===== config.mk =====
export PLATFORM = sky130hd
export DESIGN_NAME = pcpi_nibble_bridge
export DESIGN_NICKNAME = d
export VERILOG_FILES = /design/src/rtl/pcpi_bridge_pkg.sv /design/src/rtl/strobe_sync_edge.sv /design/src/rtl/pcpi_nibble_bridge.sv
export SDC_FILE = /design/constraint.sdc
export NUM_CORES = 1
export LEC_CHECK = 0
export ABC_AREA = 1
export BUFFER_PORTS_ARGS = -buffer_cell sky130_fd_sc_hd__buf_2
export CORE_ASPECT_RATIO = 1.25
export CORE_UTILIZATION = 52
export CTS_BUF_LIST = sky130_fd_sc_hd__clkbuf_8
export DETAILED_ROUTE_END_ITERATION = 12
export PLACE_DENSITY = 0.77
export SETUP_SLACK_MARGIN = 0.3
export SYNTH_ARGS = -nofsm -noshare
export SYNTH_HDL_FRONTEND = slang
export SYNTH_SLANG_ARGS = --single-unit

===== constraint.sdc =====
create_clock -name clk -period 2.4 [get_ports clk]
set_input_delay 0.12 -clock clk [delete_from_list [all_inputs] [get_ports clk]]
set_output_delay 0.12 -clock clk [all_outputs]
set_load 0.01 [all_outputs]

===== src/rtl/pcpi_bridge_pkg.sv =====
// Shared types and constants for the nibble-serial PCPI bridge.
// Covers the FSM state encoding and the nibble slicing helpers.
package pcpi_bridge_pkg;

  localparam int NIBBLES = 8;
  localparam int NIB_W   = 4;
  localparam int WORD_W  = NIBBLES * NIB_W;
  localparam int IDX_W   = $clog2(NIBBLES);

  typedef enum logic [1:0] {
    ST_IDLE  = 2'd0,
    ST_LOAD  = 2'd1,
    ST_ISSUE = 2'd2,
    ST_DRAIN = 2'd3
  } bridge_state_e;

  function automatic logic [NIB_W-1:0] nibble_at(input logic [WORD_W-1:0] word,
                                                 input logic [IDX_W-1:0]  idx);
    return word[int'(idx) * NIB_W +: NIB_W];
  endfunction

  function automatic logic [WORD_W-1:0] nibble_put(input logic [WORD_W-1:0] word,
                                                   input logic [IDX_W-1:0]  idx,
                                                   input logic [NIB_W-1:0]  nib);
    logic [WORD_W-1:0] word_o;
    word_o = word;
    word_o[int'(idx) * NIB_W +: NIB_W] = nib;
    return word_o;
  endfunction

endpackage


===== src/rtl/strobe_sync_edge.sv =====
// Brings the asynchronous host strobe into clk and emits a one-cycle rise pulse.
// The history flop always follows the synchronizer, so an ignored rise is never replayed.
module strobe_sync_edge #(
  parameter int SYNC_STAGES = 2
) (
  input  logic clk,
  input  logic rst,
  input  logic async_i,
  output logic rise_o
);

  localparam int STAGES = (SYNC_STAGES < 2) ? 2 : SYNC_STAGES;

  logic [STAGES-1:0] sync_q;
  logic              hist_q;

  always_ff @(posedge clk or posedge rst) begin
    if (rst) begin
      sync_q <= '0;
      hist_q <= 1'b0;
    end else begin
      sync_q <= {sync_q[STAGES-2:0], async_i};
      hist_q <= sync_q[STAGES-1];
    end
  end

  assign rise_o = sync_q[STAGES-1] & ~hist_q;

endmodule


===== src/rtl/pcpi_nibble_bridge.sv =====
// Assembles a 32-bit PCPI instruction from eight host nibbles, issues it with a
// wait-aware timeout, and returns a written result to the host one nibble per strobe.
module pcpi_nibble_bridge
  import pcpi_bridge_pkg::*;
#(
  parameter int SYNC_STAGES    = 2,
  parameter int TIMEOUT_CYCLES = 64
) (
  input  logic              clk,
  input  logic              rst,
  input  logic [NIB_W-1:0]  nib_in,
  input  logic              nib_strobe,
  output logic [NIB_W-1:0]  nib_out,
  output logic              nib_out_valid,
  output logic              busy,
  output logic              err,
  output logic              pcpi_valid,
  output logic [WORD_W-1:0] pcpi_insn,
  input  logic              pcpi_ready,
  input  logic              pcpi_wr,
  input  logic              pcpi_wait,
  input  logic [WORD_W-1:0] pcpi_rd
);

  localparam int                TMO      = (TIMEOUT_CYCLES < 2) ? 2 : TIMEOUT_CYCLES;
  localparam int                TMR_W    = $clog2(TMO);
  localparam logic [TMR_W-1:0]  TMR_LAST = TMR_W'(TMO - 1);
  localparam logic [IDX_W-1:0]  IDX_ONE  = IDX_W'(1);
  localparam logic [IDX_W-1:0]  IDX_LAST = IDX_W'(NIBBLES - 1);

  logic rise;

  bridge_state_e     state_q;
  logic [IDX_W-1:0]  idx_q;
  logic [TMR_W-1:0]  tmr_q;
  logic [WORD_W-1:0] insn_q;
  logic [WORD_W-1:0] res_q;
  logic [NIB_W-1:0]  nib_out_q;
  logic              nib_vld_q;
  logic              busy_q;
  logic              err_q;
  logic              valid_q;

  strobe_sync_edge #(
    .SYNC_STAGES (SYNC_STAGES)
  ) u_strobe_sync (
    .clk     (clk),
    .rst     (rst),
    .async_i (nib_strobe),
    .rise_o  (rise)
  );

  always_ff @(posedge clk or posedge rst) begin
    if (rst) begin
      state_q   <= ST_IDLE;
      idx_q     <= '0;
      tmr_q     <= '0;
      insn_q    <= '0;
      res_q     <= '0;
      nib_out_q <= '0;
      nib_vld_q <= 1'b0;
      busy_q    <= 1'b0;
      err_q     <= 1'b0;
      valid_q   <= 1'b0;
    end else begin
      case (state_q)
        ST_IDLE: begin
          if (rise) begin
            insn_q  <= nibble_put(insn_q, '0, nib_in);
            err_q   <= 1'b0;
            idx_q   <= IDX_ONE;
            busy_q  <= 1'b1;
            state_q <= ST_LOAD;
          end
        end

        ST_LOAD: begin
          if (rise) begin
            insn_q <= nibble_put(insn_q, idx_q, nib_in);
            idx_q  <= idx_q + 1'b1;
            if (idx_q == IDX_LAST) begin
              valid_q <= 1'b1;
              tmr_q   <= '0;
              state_q <= ST_ISSUE;
            end
          end
        end

        // A completion in the same cycle as the last timeout tick takes priority.
        ST_ISSUE: begin
          if (pcpi_ready) begin
            valid_q <= 1'b0;
            if (pcpi_wr) begin
              res_q     <= pcpi_rd;
              nib_out_q <= pcpi_rd[NIB_W-1:0];
              nib_vld_q <= 1'b1;
              idx_q     <= IDX_ONE;
              state_q   <= ST_DRAIN;
            end else begin
              busy_q  <= 1'b0;
              state_q <= ST_IDLE;
            end
          end else if (!pcpi_wait) begin
            if (tmr_q == TMR_LAST) begin
              valid_q <= 1'b0;
              err_q   <= 1'b1;
              busy_q  <= 1'b0;
              state_q <= ST_IDLE;
            end else begin
              tmr_q <= tmr_q + 1'b1;
            end
          end
        end

        ST_DRAIN: begin
          if (rise) begin
            if (idx_q == '0) begin
              nib_vld_q <= 1'b0;
              busy_q    <= 1'b0;
              state_q   <= ST_IDLE;
            end else begin
              nib_out_q <= nibble_at(res_q, idx_q);
              idx_q     <= idx_q + 1'b1;
            end
          end
        end

        default: begin
          busy_q  <= 1'b0;
          state_q <= ST_IDLE;
        end
      endcase
    end
  end

  assign nib_out       = nib_out_q;
  assign nib_out_valid = nib_vld_q;
  assign busy          = busy_q;
  assign err           = err_q;
  assign pcpi_valid    = valid_q;
  assign pcpi_insn     = insn_q;

endmodule


==> flow_summary.json, run 1 <==
{
  "status": "complete, no violations",
  "syn2layout_area_growth_pct": 24.9,
  "yosysSeqAreaShare_pct": 52.0,
  "final.min_clock_period_ps": 1920,
  "dp_hpwl_mm": 6.65,
  "multiInputGateArea_sq_um": 1690,
  "crit_chain": "clkinvlp_4 -> ha_1 -> ha_1 -> inv_1 -> nor3_4 -> nand2_2 -> nand2_1 -> o21ai_0",
  "skew_ps": 11.2,
  "cellLeakagePower_uw": 0.00262,
  "finalMaxSlewViolations": 0,
  "overflow": 0,
  "startpoint_type": "register",
  "finalSetupViolCount": 0,
  "finalNetCount": 670,
  "cts-root-buf": "clkbuf_8",
  "cp_max_fo": 8,
  "cts.reportedPaths.clkPinSlew_ps": 90,
  "cpMostUsedCell": "ha_1",
  "synth.distinct_cells": 32,
  "insertion_delay_ps": 360,
  "place_area_sq_um": 4670,
  "syn_inst": 506,
  "ios": 82,
  "powerDensity_nw_per_um2": 1120,
  "ys_warn_count": 0,
  "cap_violations": 0,
  "ant_nets": 0,
  "fp.coreArea_sq_um": 7750,
  "grt_pass1_vias": 3642,
  "worst_pin_slew_ps": 572,
  "clk_path_buf_depth": 2,
  "dieArea_sq_um": 8320,
  "rsz0062_at_grt": "no",
  "grt_max_degree": 40,
  "grt.total_usage_pct": 25.4,
  "regArea_sq_um": 2150,
  "die-height_microns": 102,
  "antenna_found_initial": 0,
  "hold_violations": 0,
  "syn_area_sq_um": 4140,
  "synthesis.nets": 554,
  "cts_tree": "done",
  "core.rowCount": 36,
  "via_per_inst": 5.23,
  "h-tree-depth": 3,
  "num_antenna_cells": 0,
  "slew_headroom_pct": 61.6,
  "cpMaxStageDelayCell": "dfrtp_1",
  "timing.fmax_mhz": 522,
  "wl_per_cell_microns": 13.5,
  "hold_path_class": "primary input to register",
  "num_vias": 3773,
  "cp.arrival_ps": 2140,
  "post-route-period-util_pct": 79.9,
  "ys_seq_elements": 86,
  "drtIter0Drc": 232,
  "ir_worst_vdd_mv": 0.617,
  "drcViolationCount": 0,
  "cp-end-kind": "register",
  "drive_gt1_share_pct": 21.7,
  "initial_utilization_pct": 53.4,
  "slowest_delay_ps": 400,
  "stdcell_area_sq_um": 5160,
  "nFillCells": 655,
  "die_w_microns": 81.8,
  "ys.flop_type": "dfrtp_1",
  "wl_mm": 9.70,
  "syn_area_per_cell_sq_um": 8.17,
  "dp_slack_ps": 379,
  "gp_congestion": 0.843,
  "async_reset_ff_share_pct": 100,
  "synth_edf_count": 0,
  "numCtsBuffers": 9,
  "cts.sinks": 86,
  "crit_type": "register to register",
  "grt_pass1_wl_mm": 16.1,
  "drt_pass1_iterations": 6,
  "worstPathRequired_ps": 2630,
  "whs_ps": 2.90,
  "final.setup.worst_slack_ps": 483,
  "io_buffer_count": 81,
  "finalSetupTns_ps": 0
}
-- routing by layer --
metal | vias to the layer above | global-route usage (%) | share of wire [%]
li1 | 1861 | - | -
met1 | 1787 | 32.8 | 44
met2 | 108 | 41.6 | 50
met3 | 17 | 4.32 | 4.3
met4 | 0 | 11.1 | 2.0
met5 | - | 0 | 0
-- where the power goes --
part           internal, uW  switching, uW  total (uW)
sequential             1990            252        2240
clock                   497            498         995
combinational           906           1660        2560
total                  3390           2410        5800
-- flip-flops by register name, indices dropped and copies added (netlist names) --
register	cells
idx_q	3
nib_out_valid	1
res_q	32
u_strobe_sync.hist_q	1
busy	1
u_strobe_sync.sync_q	2
pcpi_valid	1
tmr_q	6
err	1
pcpi_insn	32
state_q	2
nib_out	4
-- stage by stage --
stage          util (%)  instances  power (uW)
2_1_floorplan         -        506        4000
3_3_place_gp       60.3        677        4610
3_5_place_dp       60.3        677        4690
4_1_cts            66.2        719        5730
5_1_grt            66.7        721        6280
6_report           66.7        721        5800
-- synth_stat cells, drive strengths merged, types with 5 or more instances --
cell type,n,area [sq um]
ha,6,75.1
a21oi,10,61.3
dfrtp,86,2150
inv,59,221
buf,9,61.3
nand4,5,31.3
nor2,26,131
o21ai,71,363
nor3,8,83.8
clkbuf,6,22.5
nand2,166,641
nand3,46,230
-- layout make-up --
cell class / instances / area share [%]
multi-input combinational: 345 / 32.8
inverter: 60 / 4.51
clock inverter: 5 / 0.993
clock buffer: 10 / 2.66
tap: 95 / 2.30
timing repair buffer: 120 / 15.1
sequential: 86 / 41.7
-- worst max-delay path, delay by kind of cell (launching register included) --
| kind | cells | cell delay [ps] |
|---|---|---|
| AO/OA/AOI/OAI | 1 | 70 |
| buffers and inverters | 2 | 230 |
| adder cells (fa/ha/maj) | 2 | 580 |
| AND/OR/NAND/NOR | 3 | 510 |
| flip-flops | 1 | 400 |
-- what timing repair did --
item                       CTS  global route
hold endpoints to repair    44             0
gates resized for setup      0             4
buffers inserted             0             2
hold buffers                27             0
setup endpoints to repair    0            28
-- final timing paths --
kind,slack (ps),start,endpoint,depth (start not counted)
min,3,pcpi_rd[31],res_q[31],3
min reg2reg,360,u_strobe_sync.sync_q[0],u_strobe_sync.sync_q[1],0
max in group asynchronous,1370,rst,pcpi_insn[12],4
max,480,idx_q[1],pcpi_insn[7],8
max reg2reg,480,idx_q[1],pcpi_insn[7],8
min in group asynchronous,330,rst,res_q[27],3
-- placed cells by master (no fill, tap or decap), drive strengths merged --
cell	n
a21oi	10
buf	93
bufinv	1
clkbuf	10
clkinv	2
clkinvlp	3
dfrtp	86
dlygate4sd3	27
ha	6
inv	59
nand2	166
nand3	46
nand4	5
nor2	26
nor3	8
nor4	1
o211ai	1
o21a	1
o21ai	71
o21bai	1
or2	1
xnor2	1
xor2	1
-- logic make-up (layout without fill, tap and decap cells) --
| logic type | Yosys count | in the layout | synth area share (%) |
|---|---|---|---|
| and+or+nand+nor | 253 | 253 | 27.5 |
| xor gates and xnor gates | 2 | 2 | 0.424 |
| DFF | 86 | 86 | 52.0 |
| AOI/OAI and AO/OA | 84 | 84 | 10.8 |
| adders and majority gates | 6 | 6 | 1.81 |
| buffers and inverters | 75 | 195 | 7.47 |
No activity file was read; power rests on OpenSTA's default activity.
==> run 2: changes to the inputs <==
--- a/config.mk
+++ b/config.mk
@@ -5,13 +5,13 @@
 export SDC_FILE = /design/constraint.sdc
 export NUM_CORES = 1
 export LEC_CHECK = 0
-export ABC_AREA = 1
+export ABC_AREA = 0
 export BUFFER_PORTS_ARGS = -buffer_cell sky130_fd_sc_hd__buf_2
 export CORE_ASPECT_RATIO = 1.25
-export CORE_UTILIZATION = 52
+export CORE_UTILIZATION = 56
 export CTS_BUF_LIST = sky130_fd_sc_hd__clkbuf_8
 export DETAILED_ROUTE_END_ITERATION = 12
-export PLACE_DENSITY = 0.77
+export PLACE_DENSITY = 0.8
 export SETUP_SLACK_MARGIN = 0.3
 export SYNTH_ARGS = -nofsm -noshare
 export SYNTH_HDL_FRONTEND = slang
==> constraint.sdc (replaced) <==
create_clock -name clk -period 1.8 [get_ports clk]
set_input_delay 0.09 -clock clk [delete_from_list [all_inputs] [get_ports clk]]
set_output_delay 0.09 -clock clk [all_outputs]
set_load 0.01 [all_outputs]
==> run 2 against run 1 <==
Cell count down 17%. Clock skew shrank 3.0 ps. Critical path type unchanged. Utilization increased by 16 points. The run now ends with setup timing left. Via count down 13%. Sequential power rose by 42%. Sequential share of layout area down 2.4 points. Setup slack got worse by 930 ps. Area after synthesis decreased by 6.3%. Final area is 6.3% higher. Synthesized cell count fell by 29%.
==> flow_summary.json, run 2 <==
{
  "syn_inst": 359,
  "h-tree-depth": 3,
  "fin_util_pct": 83.1,
  "synth_edf_count": 0,
  "grt_pass1_vias": 3380,
  "antenna_found_initial": 0,
  "cts-root-buf": "clkbuf_8",
  "ys.flop_type": "dfrtp_1",
  "finalSetupViolCount": 33,
  "synth_common_cells": "121 x nand2_1, 86 x dfrtp_1, 24 x mux2_2",
  "hold_violations": 0,
  "crit_chain": "inv_4 -> ha_4 -> ha_4 -> or4b_4 -> or4b_4 -> a21boi_4 -> a22o_1",
  "worst_pin_slew_ps": 676,
  "slew_headroom_pct": 54.9,
  "powerDensity_nw_per_um2": 1490,
  "synthesis.nets": 407,
  "overflow": 0,
  "drcViolationCount": 0,
  "multiInputGateArea_sq_um": 1900,
  "power_uw": 8190,
  "status": "finished, violations left",
  "async_reset_ff_share_pct": 100,
  "drt_pass1_iterations": 5,
  "insertion_delay_ps": 360,
  "cpMaxStageDelayCell": "or4b_4",
  "regArea_sq_um": 2150,
  "finalNetCount": 552,
  "post-route-period-util_pct": 125,
  "startpoint_type": "register",
  "ys_top_cells_by_area": "dfrtp_1 56%, nand2_1 12%, mux2_2 7.0%, mux4_2 4.6%, mux2i_1 2.8%",
  "ios": 82,
  "violations": "setup timing",
  "crit_type": "register to register",
  "yosys.area.top_type": "dfrtp_1",
  "die_w_microns": 76.4,
  "num_vias": 3276,
  "rsz0062_at_grt": "yes",
  "synth.distinct_cells": 44,
  "yosysSeqAreaShare_pct": 55.5,
  "worstPathRequired_ps": 2090,
  "via_per_inst": 5.50,
  "cp.arrival_ps": 2540,
  "ys_seq_elements": 86,
  "io_buffer_count": 81,
  "yosysTopAreaCellShare_pct": 55.5,
  "hold_path_class": "primary input to register",
  "clk_path_buf_depth": 2,
  "fp.coreArea_sq_um": 6610,
  "slowest_delay_ps": 540,
  "cellLeakagePower_uw": 0.00282,
  "synth.most_common_cell": "nand2_1",
  "dp_hpwl_mm": 6.00,
  "drtIter0Drc": 144,
  "wl_per_cell_microns": 16.6,
  "cp-end-kind": "register",
  "cts.sinks": 86,
  "ys_warn_count": 0,
  "timing.fmax_mhz": 445,
  "cp_max_fo": 4,
  "gp_congestion": 0.756,
  "syn2layout_area_growth_pct": 41.6,
  "worst-path-buf-inv": 1,
  "cap_violations": 0,
  "final_common_cell": "nand2_1",
  "wl_mm": 9.92,
  "skew_ps": 8.20,
  "cts_tree": "done",
  "syn_area_sq_um": 3880,
  "critPathTopFamily": "simple AND/OR/NAND/NOR gates",
  "grt_max_degree": 37,
  "die-height_microns": 95.0,
  "drive_gt1_share_pct": 41.3,
  "grt.total_usage_pct": 28.6,
  "grt_pass1_wl_mm": 15.7,
  "nFillCells": 352,
  "initial_utilization_pct": 58.7,
  "dieArea_sq_um": 7260,
  "finalMaxSlewViolations": 0,
  "cts.reportedPaths.clkPinSlew_ps": 80,
  "syn_area_per_cell_sq_um": 10.8,
  "ant_nets": 0,
  "final.min_clock_period_ps": 2250,
  "layout.cells.most_common_list": "116 x nand2_1, 84 x dfrtp_1, 81 x buf_2",
  "core.rowCount": 33,
  "num_antenna_cells": 0,
  "numCtsBuffers": 9,
  "ir_worst_vdd_mv": 0.922,
  "final.setup.worst_slack_ps": -448
}
-- run 2: changes by cell type after synthesis, sizes merged, moves of 6 or more --
| cell | before | now |
|---|---|---|
| mux2 | 0 | 27 |
| mux2i | 0 | 11 |
| nor3 | 8 | 1 |
| clkbuf | 6 | 14 |
| o21ai | 71 | 4 |
| nand2 | 166 | 121 |
| nor2 | 26 | 10 |
| nand3 | 46 | 5 |
| nor2b | 0 | 6 |
| mux4 | 0 | 8 |
| buf | 9 | 1 |
| inv | 59 | 7 |
-- run 2: path summary, 6_finish.rpt --
kind                                          from                 endpoint  slack [ps]  cells past startpoint
setup / recovery                          idx_q[0]             pcpi_insn[2]        -450                      7
hold / removal                          pcpi_ready                      err          40                      2
setup reg to reg                          idx_q[0]             pcpi_insn[2]        -450                      7
hold reg to reg            u_strobe_sync.sync_q[0]  u_strobe_sync.sync_q[1]         420                      0
max in group asynchronous                      rst                res_q[10]         820                      4
min in group asynchronous                      rst            nib_out_valid         390                      3
-- run 2: area by class of cell --
| class | instances | area share (%) |
|---|---|---|
| Clock buffer | 9 | 2.26 |
| Sequential cell | 86 | 39.2 |
| Multi-Input combinational cell | 250 | 34.5 |
| Tap cell | 87 | 1.98 |
| Inverter | 8 | 0.661 |
| Timing Repair Buffer | 149 | 19.7 |
| Clock inverter | 7 | 1.64 |
-- run 2: cell families after synthesis --
family                   share of synthesized area [%]
AO/OA/AOI/OAI                                     6.39
AND/OR/NAND/NOR                                   18.4
multiplexers                                      15.3
adder cells (fa/ha/maj)                           1.94
flip-flops                                        55.5
buffers and inverters                             2.26
XOR/XNOR                                         0.226
-- run 2: metrics by stage --
stage	std cells	hold WS [ps]	worst slack, ps	TNS, ps	cell area, sq um
6_report	596	39.9	-448	-4110	5490
5_1_grt	596	34.5	-510	-5870	5490
4_1_cts	591	21.8	-462	-3580	5400
3_5_place_dp	536	206	-464	-5040	4630
3_3_place_gp	536	199	-404	-3540	4630
2_1_floorplan	359	121	-602	-6160	4000
-- run 2: power by group --
| group | internal (uW) | switching, uW |
|---|---|---|
| sequential | 2710 | 484 |
| clock | 774 | 678 |
| combinational | 1820 | 1730 |
-- run 2: what timing repair did --
| item | CTS | global route |
|---|---|---|
| hold buffers | 34 | 0 |
| pin swaps | 8 | 5 |
| endpoints found under the hold margin | 59 | 0 |
| gates resized for setup | 41 | 14 |
| cloned | 0 | 0 |
| endpoints found under the setup margin | 44 | 81 |
| setup buffers | 5 | 5 |
-- run 2: per-layer routing --
layer	up-vias	part of all wire, %	global-route usage (%)
li1	1514	-	-
met1	1612	39	31.5
met2	117	53	53.1
met3	33	3.9	4.78
met4	0	3.5	15.2
met5	-	0	0
==> run 3: changes to the inputs <==
--- a/config.mk
+++ b/config.mk
@@ -12,7 +12,7 @@
 export CTS_BUF_LIST = sky130_fd_sc_hd__clkbuf_8
 export DETAILED_ROUTE_END_ITERATION = 12
 export PLACE_DENSITY = 0.8
-export SETUP_SLACK_MARGIN = 0.3
+export SKIP_LAST_GASP = 1
 export SYNTH_ARGS = -nofsm -noshare
 export SYNTH_HDL_FRONTEND = slang
 export SYNTH_SLANG_ARGS = --single-unit
==> run 3 against run 2 <==
Sequential cell count is the same. The flow still finishes with violations (setup timing). Largest power group unchanged. Critical path type unchanged. Setup slack lost 11 ps. Final area shrank 3.4%. Utilization shrank 2.8 points. Register-to-register slack is essentially flat. Critical path depth is the same. Sequential share of layout area grew 1.4 points. Clock-buffer cell count is the same. Via count shrank 0.67%. Combinational power shrank 4%. Cell count shrank 1.3%.
==> flow_summary.json, run 3 (synthesis results as in run 2) <==
{
  "dp_slack_ps": -490,
  "hold_path_end": "err",
  "status": "finished, violations left",
  "layout.cells.most_common_list": "116 x nand2_1, 85 x dfrtp_1, 81 x buf_2",
  "startpoint_type": "register",
  "final.setup.worst_slack_ps": -458,
  "cp-end-kind": "register",
  "rsz0062_at_grt": "yes",
  "crit_type": "register to register",
  "grt_max_degree": 87,
  "finalNetCount": 545,
  "drtIter0Drc": 210,
  "drive_gt1_share_pct": 37.7,
  "timing.fmax_mhz": 443,
  "die_w_microns": 76.4,
  "nFillCells": 365,
  "final.min_clock_period_ps": 2260,
  "gp_congestion": 0.765,
  "regArea_sq_um": 2150,
  "antenna_found_initial": 0,
  "wl_per_cell_microns": 16.9,
  "overflow": 0,
  "r2r_start": "idx_q[0]",
  "whs_path_depth": 2,
  "wl_mm": 9.92,
  "drcViolationCount": 0,
  "drt_pass1_iterations": 4,
  "die-height_microns": 95.0,
  "numCtsBuffers": 9,
  "r2r_setup_slack_ps": -460,
  "cellLeakagePower_uw": 0.00274,
  "clk_path_buf_depth": 2,
  "hold_path_class": "primary input to register",
  "r2r_end": "pcpi_insn[2]",
  "power_uw": 7910,
  "num_antenna_cells": 0,
  "ant_nets": 0,
  "io_buffer_count": 81,
  "skew_ps": 15.1,
  "dp_hpwl_mm": 5.90,
  "hold_violations": 0,
  "grt_pass1_wl_mm": 15.7,
  "slew_headroom_pct": 64.2,
  "powerDensity_nw_per_um2": 1490,
  "worstPathRequired_ps": 2100,
  "core.rowCount": 33,
  "cp_max_fo": 4,
  "violations": "setup timing",
  "ir_worst_vdd_mv": 0.944,
  "insertion_delay_ps": 370,
  "dieArea_sq_um": 7260,
  "cts_tree": "done",
  "cts.reportedPaths.clkPinSlew_ps": 80,
  "via_per_inst": 5.53,
  "initial_utilization_pct": 58.7,
  "ff2ff_path_depth": 7,
  "syn2layout_area_growth_pct": 36.8,
  "fp.coreArea_sq_um": 6610,
  "final_common_cell": "nand2_1",
  "min_from": "pcpi_ready",
  "num_vias": 3254,
  "grt.total_usage_pct": 28.8,
  "cts-root-buf": "clkbuf_8",
  "ios": 82,
  "grt_pass1_vias": 3384,
  "finalMaxSlewViolations": 0,
  "multiInputGateArea_sq_um": 1830,
  "cts.sinks": 86,
  "h-tree-depth": 3,
  "finalSetupViolCount": 32,
  "cp.arrival_ps": 2550,
  "cap_violations": 0,
  "post-route-period-util_pct": 125,
  "worst_pin_slew_ps": 537
}
[run 3: cell type report]
cell class | count | area share, %
clock inverter | 6 | 1.23
multi-input combinational | 250 | 34.4
timing repair buffer | 142 | 18.7
tap | 87 | 2.05
sequential | 86 | 40.6
inverter | 8 | 0.637
clock buffer | 9 | 2.34
[run 3: how the worst max path moves through the flow]
stage / cells after the start / slack [ps] / end / start
2_1_floorplan: 8 / -610 / pcpi_insn[0] / idx_q[0]
3_3_place_gp: 7 / -410 / pcpi_insn[3] / idx_q[1]
3_5_place_dp: 7 / -490 / pcpi_insn[2] / idx_q[1]
4_1_cts: 7 / -480 / pcpi_insn[2] / idx_q[0]
5_1_grt: 7 / -510 / pcpi_insn[2] / idx_q[1]
6_report: 7 / -460 / pcpi_insn[2] / idx_q[0]
[run 3: report_power, final]
part | internal [uW] | switching [uW] | leakage [uW] | total, uW
clock network | 630 | 680 | 0.0000887 | 1310
logic | 1720 | 1700 | 0.00155 | 3420
registers | 2700 | 473 | 0.00109 | 3180
[run 3: stage by stage]
stage	std cells	hold WS, ps	util [%]	area [sq um]	TNS (ps)
6_report	588	18.1	80.3	5300	-4220
2_1_floorplan	359	121	-	3960	-6320
5_1_grt	588	36.8	80.3	5300	-6710
3_5_place_dp	534	201	69.5	4590	-5190
3_3_place_gp	534	198	69.5	4590	-3880
4_1_cts	585	13.1	79.3	5240	-3220
[run 3: metal layers]
metal	part of all wire (%)	up-vias	global-route usage, %	wire length, microns
li1	-	1502	-	-
met1	37	1602	31.1	3660
met2	55	122	53.2	5470
met3	4.8	28	5.84	472
met4	3.2	0	15.7	319
met5	0	-	0	0
[run 3: critical path, cell delays in order (launching register included)]
cell and delay (ps):
dfrtp_2 420, inv_2 70, ha_4 150, ha_4 200
or4b_4 480, or4b_4 540, a21boi_4 180, a22o_1 150
[run 3: what timing repair did]
action                     in CTS  in global routing
gates resized for setup        24                 12
pin swaps                       8                 10
hold buffers                   34                  0
hold endpoints to repair      120                  0
setup buffers                   2                  4
setup endpoints to repair      36                 38
